File: config.mk
export PLATFORM = sky130hd
export DESIGN_NAME = usb_rx_nrzi_unstuff
export DESIGN_NICKNAME = d
export VERILOG_FILES = /design/src/rtl/usb_rx_nrzi_unstuff.sv
export SDC_FILE = /design/constraint.sdc
export NUM_CORES = 1
export LEC_CHECK = 0
export BUFFER_PORTS_ARGS = -buffer_cell sky130_fd_sc_hd__buf_4
export CAP_MARGIN = 20
export CORE_MARGIN = 2
export CORE_UTILIZATION = 55
export CTS_CLUSTER_DIAMETER = 80
export CTS_CLUSTER_SIZE = 40
export DETAILED_ROUTE_END_ITERATION = 10
export MAX_ROUTING_LAYER = met4
export PLACE_DENSITY = 0.81
export SLEW_MARGIN = 10
export SYNTH_ARGS = -nofsm -noshare
export SYNTH_HDL_FRONTEND = slang
export SYNTH_SLANG_ARGS = --single-unit
File: constraint.sdc
create_clock -name clk -period 2.6 [get_ports clk]
set_input_delay 0.26 -clock clk [delete_from_list [all_inputs] [get_ports clk]]
set_output_delay 0.26 -clock clk [all_outputs]
set_load 0.01 [all_outputs]
File: src/rtl/usb_rx_nrzi_unstuff.sv
// usb_rx_nrzi_unstuff
//   Full-speed USB receive front end. Takes the synchronized D+/D- pair,
//   evaluates it once per bit-centre strobe, and performs NRZI decoding,
//   SYNC detection, bit-unstuffing and EOP detection. Delivers one decoded
//   data bit per rx_bit_valid pulse plus packet framing pulses.
//
// Parameters
//   SYNC_MIN_ZEROS : decoded 0s required before the terminating 1 of SYNC (1..6)
//   EOP_MAX_SE0    : longest SE0 run accepted as an EOP; one more is a line error
//
// Ports
//   clk          in   system clock
//   rst          in   synchronous active-high reset
//   sample_en    in   bit-centre strobe; dp/dm are only looked at when high
//   dp, dm       in   synchronized D+ / D-
//   rx_bit       out  decoded, unstuffed bit (qualified by rx_bit_valid)
//   rx_bit_valid out  one-cycle pulse per delivered data bit
//   rx_active    out  high from the sop cycle through the eop/error cycle
//   sop          out  pulse when SYNC completes
//   eop          out  pulse on a valid EOP
//   stuff_err    out  pulse on a bit-stuff violation
//   line_err     out  pulse on SE1, bad EOP or over-long SE0
//
// Every output is a flop and changes only in the cycle after a sample_en
// cycle, except that pulses self-clear and rx_active falls together with
// the terminating pulse.

module usb_rx_nrzi_unstuff #(
  parameter int SYNC_MIN_ZEROS = 3,
  parameter int EOP_MAX_SE0    = 3
) (
  input  logic clk,
  input  logic rst,
  input  logic sample_en,
  input  logic dp,
  input  logic dm,
  output logic rx_bit,
  output logic rx_bit_valid,
  output logic rx_active,
  output logic sop,
  output logic eop,
  output logic stuff_err,
  output logic line_err
);

  localparam int SE0_W = $clog2(EOP_MAX_SE0 + 1) + 1;
  localparam logic [2:0]       MIN_ZEROS = 3'(SYNC_MIN_ZEROS);
  localparam logic [SE0_W-1:0] SE0_LIM   = SE0_W'(EOP_MAX_SE0);

  typedef enum logic [1:0] {
    IDLE     = 2'd0,
    SYNC     = 2'd1,
    DATA     = 2'd2,
    EOP_WAIT = 2'd3
  } state_t;

  state_t           state;
  logic             prev_level;  // last J/K level seen, stored as its dp value
  logic             armed;       // a J has been seen since the last return to IDLE
  logic [2:0]       zero_cnt;
  logic [2:0]       ones_cnt;
  logic [SE0_W-1:0] se0_cnt;

  // Line state decode
  logic is_j, is_k, is_se0, is_se1;
  logic dec;

  always_comb begin
    is_j   = dp  & ~dm;
    is_k   = ~dp & dm;
    is_se0 = ~dp & ~dm;
    is_se1 = dp  & dm;
    // NRZI: no transition is a 1. Only meaningful on J/K samples.
    dec    = (dp == prev_level);
  end

  always_ff @(posedge clk) begin
    if (rst) begin
      state        <= IDLE;
      prev_level   <= 1'b1;
      armed        <= 1'b0;
      zero_cnt     <= '0;
      ones_cnt     <= '0;
      se0_cnt      <= '0;
      rx_bit       <= 1'b0;
      rx_bit_valid <= 1'b0;
      rx_active    <= 1'b0;
      sop          <= 1'b0;
      eop          <= 1'b0;
      stuff_err    <= 1'b0;
      line_err     <= 1'b0;
    end else begin
      rx_bit_valid <= 1'b0;
      sop          <= 1'b0;
      eop          <= 1'b0;
      stuff_err    <= 1'b0;
      line_err     <= 1'b0;

      // rx_active is held through the cycle that carries the terminating
      // pulse and falls as that pulse clears.
      if (eop || stuff_err || line_err)
        rx_active <= 1'b0;

      if (sample_en) begin
        unique case (state)
          IDLE: begin
            if (is_j) begin
              prev_level <= 1'b1;
              armed      <= 1'b1;
            end else if (is_k) begin
              // J->K transition after a fresh J starts a SYNC; that K is
              // already the first decoded 0.
              if (armed && prev_level) begin
                state    <= SYNC;
                zero_cnt <= 3'd1;
              end
              prev_level <= 1'b0;
            end
          end

          SYNC: begin
            if (is_j || is_k) begin
              prev_level <= dp;
              if (!dec) begin
                if (zero_cnt != 3'd7)
                  zero_cnt <= zero_cnt + 3'd1;
              end else if (zero_cnt >= MIN_ZEROS) begin
                // The SYNC's closing 1 starts the ones run for unstuffing.
                state     <= DATA;
                sop       <= 1'b1;
                rx_active <= 1'b1;
                ones_cnt  <= 3'd1;
              end else begin
                state      <= IDLE;
                prev_level <= 1'b1;
                armed      <= 1'b0;
                zero_cnt   <= '0;
              end
            end else begin
              state      <= IDLE;
              prev_level <= 1'b1;
              armed      <= 1'b0;
              zero_cnt   <= '0;
            end
          end

          DATA: begin
            if (is_se0) begin
              state   <= EOP_WAIT;
              se0_cnt <= SE0_W'(1);
            end else if (is_se1) begin
              line_err   <= 1'b1;
              state      <= IDLE;
              prev_level <= 1'b1;
              armed      <= 1'b0;
              ones_cnt   <= '0;
            end else begin
              prev_level <= dp;
              if (ones_cnt == 3'd6) begin
                if (dec) begin
                  // Seventh 1 in a row: the transmitter failed to stuff.
                  stuff_err  <= 1'b1;
                  state      <= IDLE;
                  prev_level <= 1'b1;
                  armed      <= 1'b0;
                  ones_cnt   <= '0;
                end else begin
                  // Stuffed 0: consumed silently.
                  ones_cnt <= '0;
                end
              end else begin
                rx_bit       <= dec;
                rx_bit_valid <= 1'b1;
                ones_cnt     <= dec ? ones_cnt + 3'd1 : 3'd0;
              end
            end
          end

          EOP_WAIT: begin
            if (is_se0) begin
              if (se0_cnt == SE0_LIM) begin
                line_err   <= 1'b1;
                state      <= IDLE;
                prev_level <= 1'b1;
                armed      <= 1'b0;
                se0_cnt    <= '0;
                ones_cnt   <= '0;
              end else begin
                se0_cnt <= se0_cnt + SE0_W'(1);
              end
            end else begin
              // J closes the packet; K or SE1 after SE0 is a malformed EOP.
              if (is_j)
                eop <= 1'b1;
              else
                line_err <= 1'b1;
              state      <= IDLE;
              prev_level <= 1'b1;
              armed      <= 1'b0;
              se0_cnt    <= '0;
              ones_cnt   <= '0;
            end
          end

          default: begin
            state      <= IDLE;
            prev_level <= 1'b1;
            armed      <= 1'b0;
          end
        endcase
      end
    end
  end

endmodule

==> flow_summary.toml <==
[power_and_ir_drop]
peakVddDrop_v = 0.000609
powerDensity_nw_per_um2 = 599
p_leak_nw = 0.595

[synthesis]
synth_ff_type = "dfxtp_1"
synth.avg_cell_area_um2 = 9.11
synth_area_um2 = 1270
yosysUniqueCellTypes = 53
ys_seq_area_share_pct = 31.6
synthCells = 139
ys_ff_latch = 20
synth_async_sr_flop_share_pct = 0
synth_warnings = 0
synth_edf_count = 0
syn-num-nets = 155

[hold_path]
holdPathEnd = "ones_cnt[0]"
hold_start = "rst"
min_delay_path_depth = 2
min_path_type = "in -> reg"

[worst_setup_path]
reg2reg_from = "zero_cnt[0]"
critPathMaxFanout = 11
crit_required_ns = 2.82
ff2ff_setup_slack_ns = 0.42
critPathTopFamily = "compound AO/OA/AOI/OAI gates"
slowest_delay_ns = 0.45
criticalPathCategory = "reg -> reg"
reg2regPathDepth = 6
crit_chain = "ha_1, ha_1, a211oi_1, o31a_1, a21oi_1, a311oi_1"
crit_buf_inv = 0
cp_slowest_cell = "a211oi_1"
r2r_end = "zero_cnt[0]"
cp_data_arrival_time_ns = 2.40
cp-end-kind = "flop"
cp-start-kind = "flop"
cp_common_cell = "ha_1"

[timing]
slew_violations = 0
period_minus_slack_ns = 2.18
worstMarginPinSlew_ns = 0.568
skew_ns = 0.00133
slew_headroom_pct = 62.1
timing.fmax_mhz = 459
period_share_pct = 83.8
setup_viol_count_final = 0
setup_tns_ns = 0
finalHoldViolCount = 0
rsz0062_at_grt = "no"

[grt]
grt_pass1_wl_um = 5040
grt_max_degree = 18
grt_pass1_vias = 1096
grtUsageTotal_pct = 25.6
grt-ovfl-total = 0
antenna_found_initial = 0

[run]
drv_cap = 0

[cts]
cts_root_buffer = "clkbuf_4"
cts_buffer_depth = 2
clock_sinks = 20
clk_pin_slew_ns = 0.11
hold_buffers = 0
insertion_delay_ns = 0.31
cts_setup_buffers = 0
cts_buffers = 3
cts_tree = "done"
post_cts_resized = 0
h-tree-depth = 1

[floorplanning]
die_h_um = 52.0
initial_core_util_pct = 57.8
placementRows = 17
die_area_um2 = 2700
fp.coreArea_um2 = 2190
fp.dieW_um = 52.0
io_pins = 12

[route]
drtPass1Iterations = 4
drt-initial-drc-count = 35
vias_per_cell = 6.57
vias = 1157
drc = 0
wl_per_cell_um = 16.9
detail-route-antenna-nets = 0
drt_wl_total_um = 2970

[place]
io_buffer_count = 11
placed_cells = 172
dp_hpwl_um = 2170
gp_congestion = 0.932

[final_layout]
nNetsFinal = 165
layout-area-overhead-vs-synth_pct = 11.4
drive_gt1_share_pct = 16.2
finalNonFillerCells = 176
antenna_cells = 0

[status]
status = "finished, final reports clean"
[through the flow]
step / total power (W) / setup slack, ns / instance area (um^2) / utilization (%) / hold WS, ns
global placement: 0.000581 / 0.532 / 1360 / 62.0 / 0.443
global route: 0.000883 / 0.278 / 1410 / 64.4 / 0.239
detailed placement: 0.000590 / 0.458 / 1360 / 62.0 / 0.451
finish: 0.000845 / 0.420 / 1410 / 64.4 / 0.237
floorplan: 0.000538 / 0.734 / 1270 / - / 0.436
CTS: 0.000846 / 0.457 / 1410 / 64.4 / 0.236
[cell families after synthesis]
logic type	Yosys count	share of synthesized area (%)
and+or+nand+nor	50	25.6
AOI/OAI and AO/OA	38	24.3
DFF	20	31.6
buffers and inverters	18	5.93
adders and majority gates	11	10.9
muxes	2	1.68
[Yosys cell counts (2+ instances only)]
library cell / count / area share [%]
nor2_1: 6 / 1.8
a21oi_1: 5 / 2.0
nand2_1: 9 / 2.7
a31oi_1: 3 / 1.5
a211oi_1: 2 / 1.2
or4_1: 2 / 1.2
nor4_1: 3 / 1.5
nand4b_1: 2 / 1.4
nand3_1: 3 / 1.2
ha_1: 11 / 11
o2bb2ai_1: 2 / 1.4
dfxtp_1: 20 / 32
nor2b_1: 2 / 0.99
a211o_1: 2 / 1.4
nand4_1: 2 / 0.99
nor3_1: 6 / 2.4
buf_2: 3 / 1.2
o21ai_0: 4 / 1.6
clkbuf_1: 3 / 0.89
and3_1: 2 / 0.99
inv_1: 10 / 3.0
nand3b_1: 3 / 1.8
nand2b_1: 2 / 0.99
o31a_1: 2 / 1.4
a311oi_1: 2 / 1.4
[power breakdown]
part | switching, W | total, W | leakage, nW | internal (W)
Clock | 0.0000979 | 0.000254 | 0.0279 | 0.000156
Combinational | 0.000131 | 0.000228 | 0.405 | 0.0000965
Sequential | 0.0000371 | 0.000363 | 0.162 | 0.000326
Total | 0.000267 | 0.000845 | 0.595 | 0.000579
[per-layer routing]
| metal | track usage (%) | wire, um |
|---|---|---|
| met4 | 9.21 | 45 |
| met2 | 41.8 | 1490 |
| met5 | - | 0 |
| met3 | 3.74 | 186 |
| met1 | 32.3 | 1250 |
[how the worst max path moves through the flow]
stage                  end  slack, ns        start  cells past startpoint
2_1_floorplan        armed       0.73           dp                      6
3_3_place_gp   ones_cnt[1]       0.53           dp                      7
3_5_place_dp   ones_cnt[1]       0.46           dp                      7
4_1_cts        zero_cnt[0]       0.46  zero_cnt[0]                      6
5_1_grt        zero_cnt[0]       0.28  zero_cnt[0]                      6
6_report       zero_cnt[0]       0.42  zero_cnt[0]                      6
[registers in the layout, summed over array words and instances (netlist names), 2 cells and up]
signal and cells:
ones_cnt 3, state 2, zero_cnt 3, se0_cnt 3
[worst reg2reg max path, stage by stage (launching register included)]
cell	delay [ns]
dfxtp_1	0.36
ha_1	0.23
ha_1	0.18
a211oi_1	0.45
o31a_1	0.42
a21oi_1	0.16
a311oi_1	0.29
[placed cells by master, fill, tap and decap left out, types with 4 or more instances in the layout]
cell / n
dfxtp_1: 20
nor3_1: 6
ha_1: 11
o21ai_0: 4
inv_1: 10
nand2_1: 9
nor2_1: 6
buf_4: 12
a21oi_1: 5
[area by class of cell]
cell class	instances	area, um^2
multi-input cells	101	791
well taps	28	35.0
clock inverters	1	30.0
clock buffers	3	22.5
flip-flops and latches	20	400
repair buffers	12	90.1
inverters	11	41.3
fillers	175	781
Note: power is estimated with default switching activity, not from simulation.
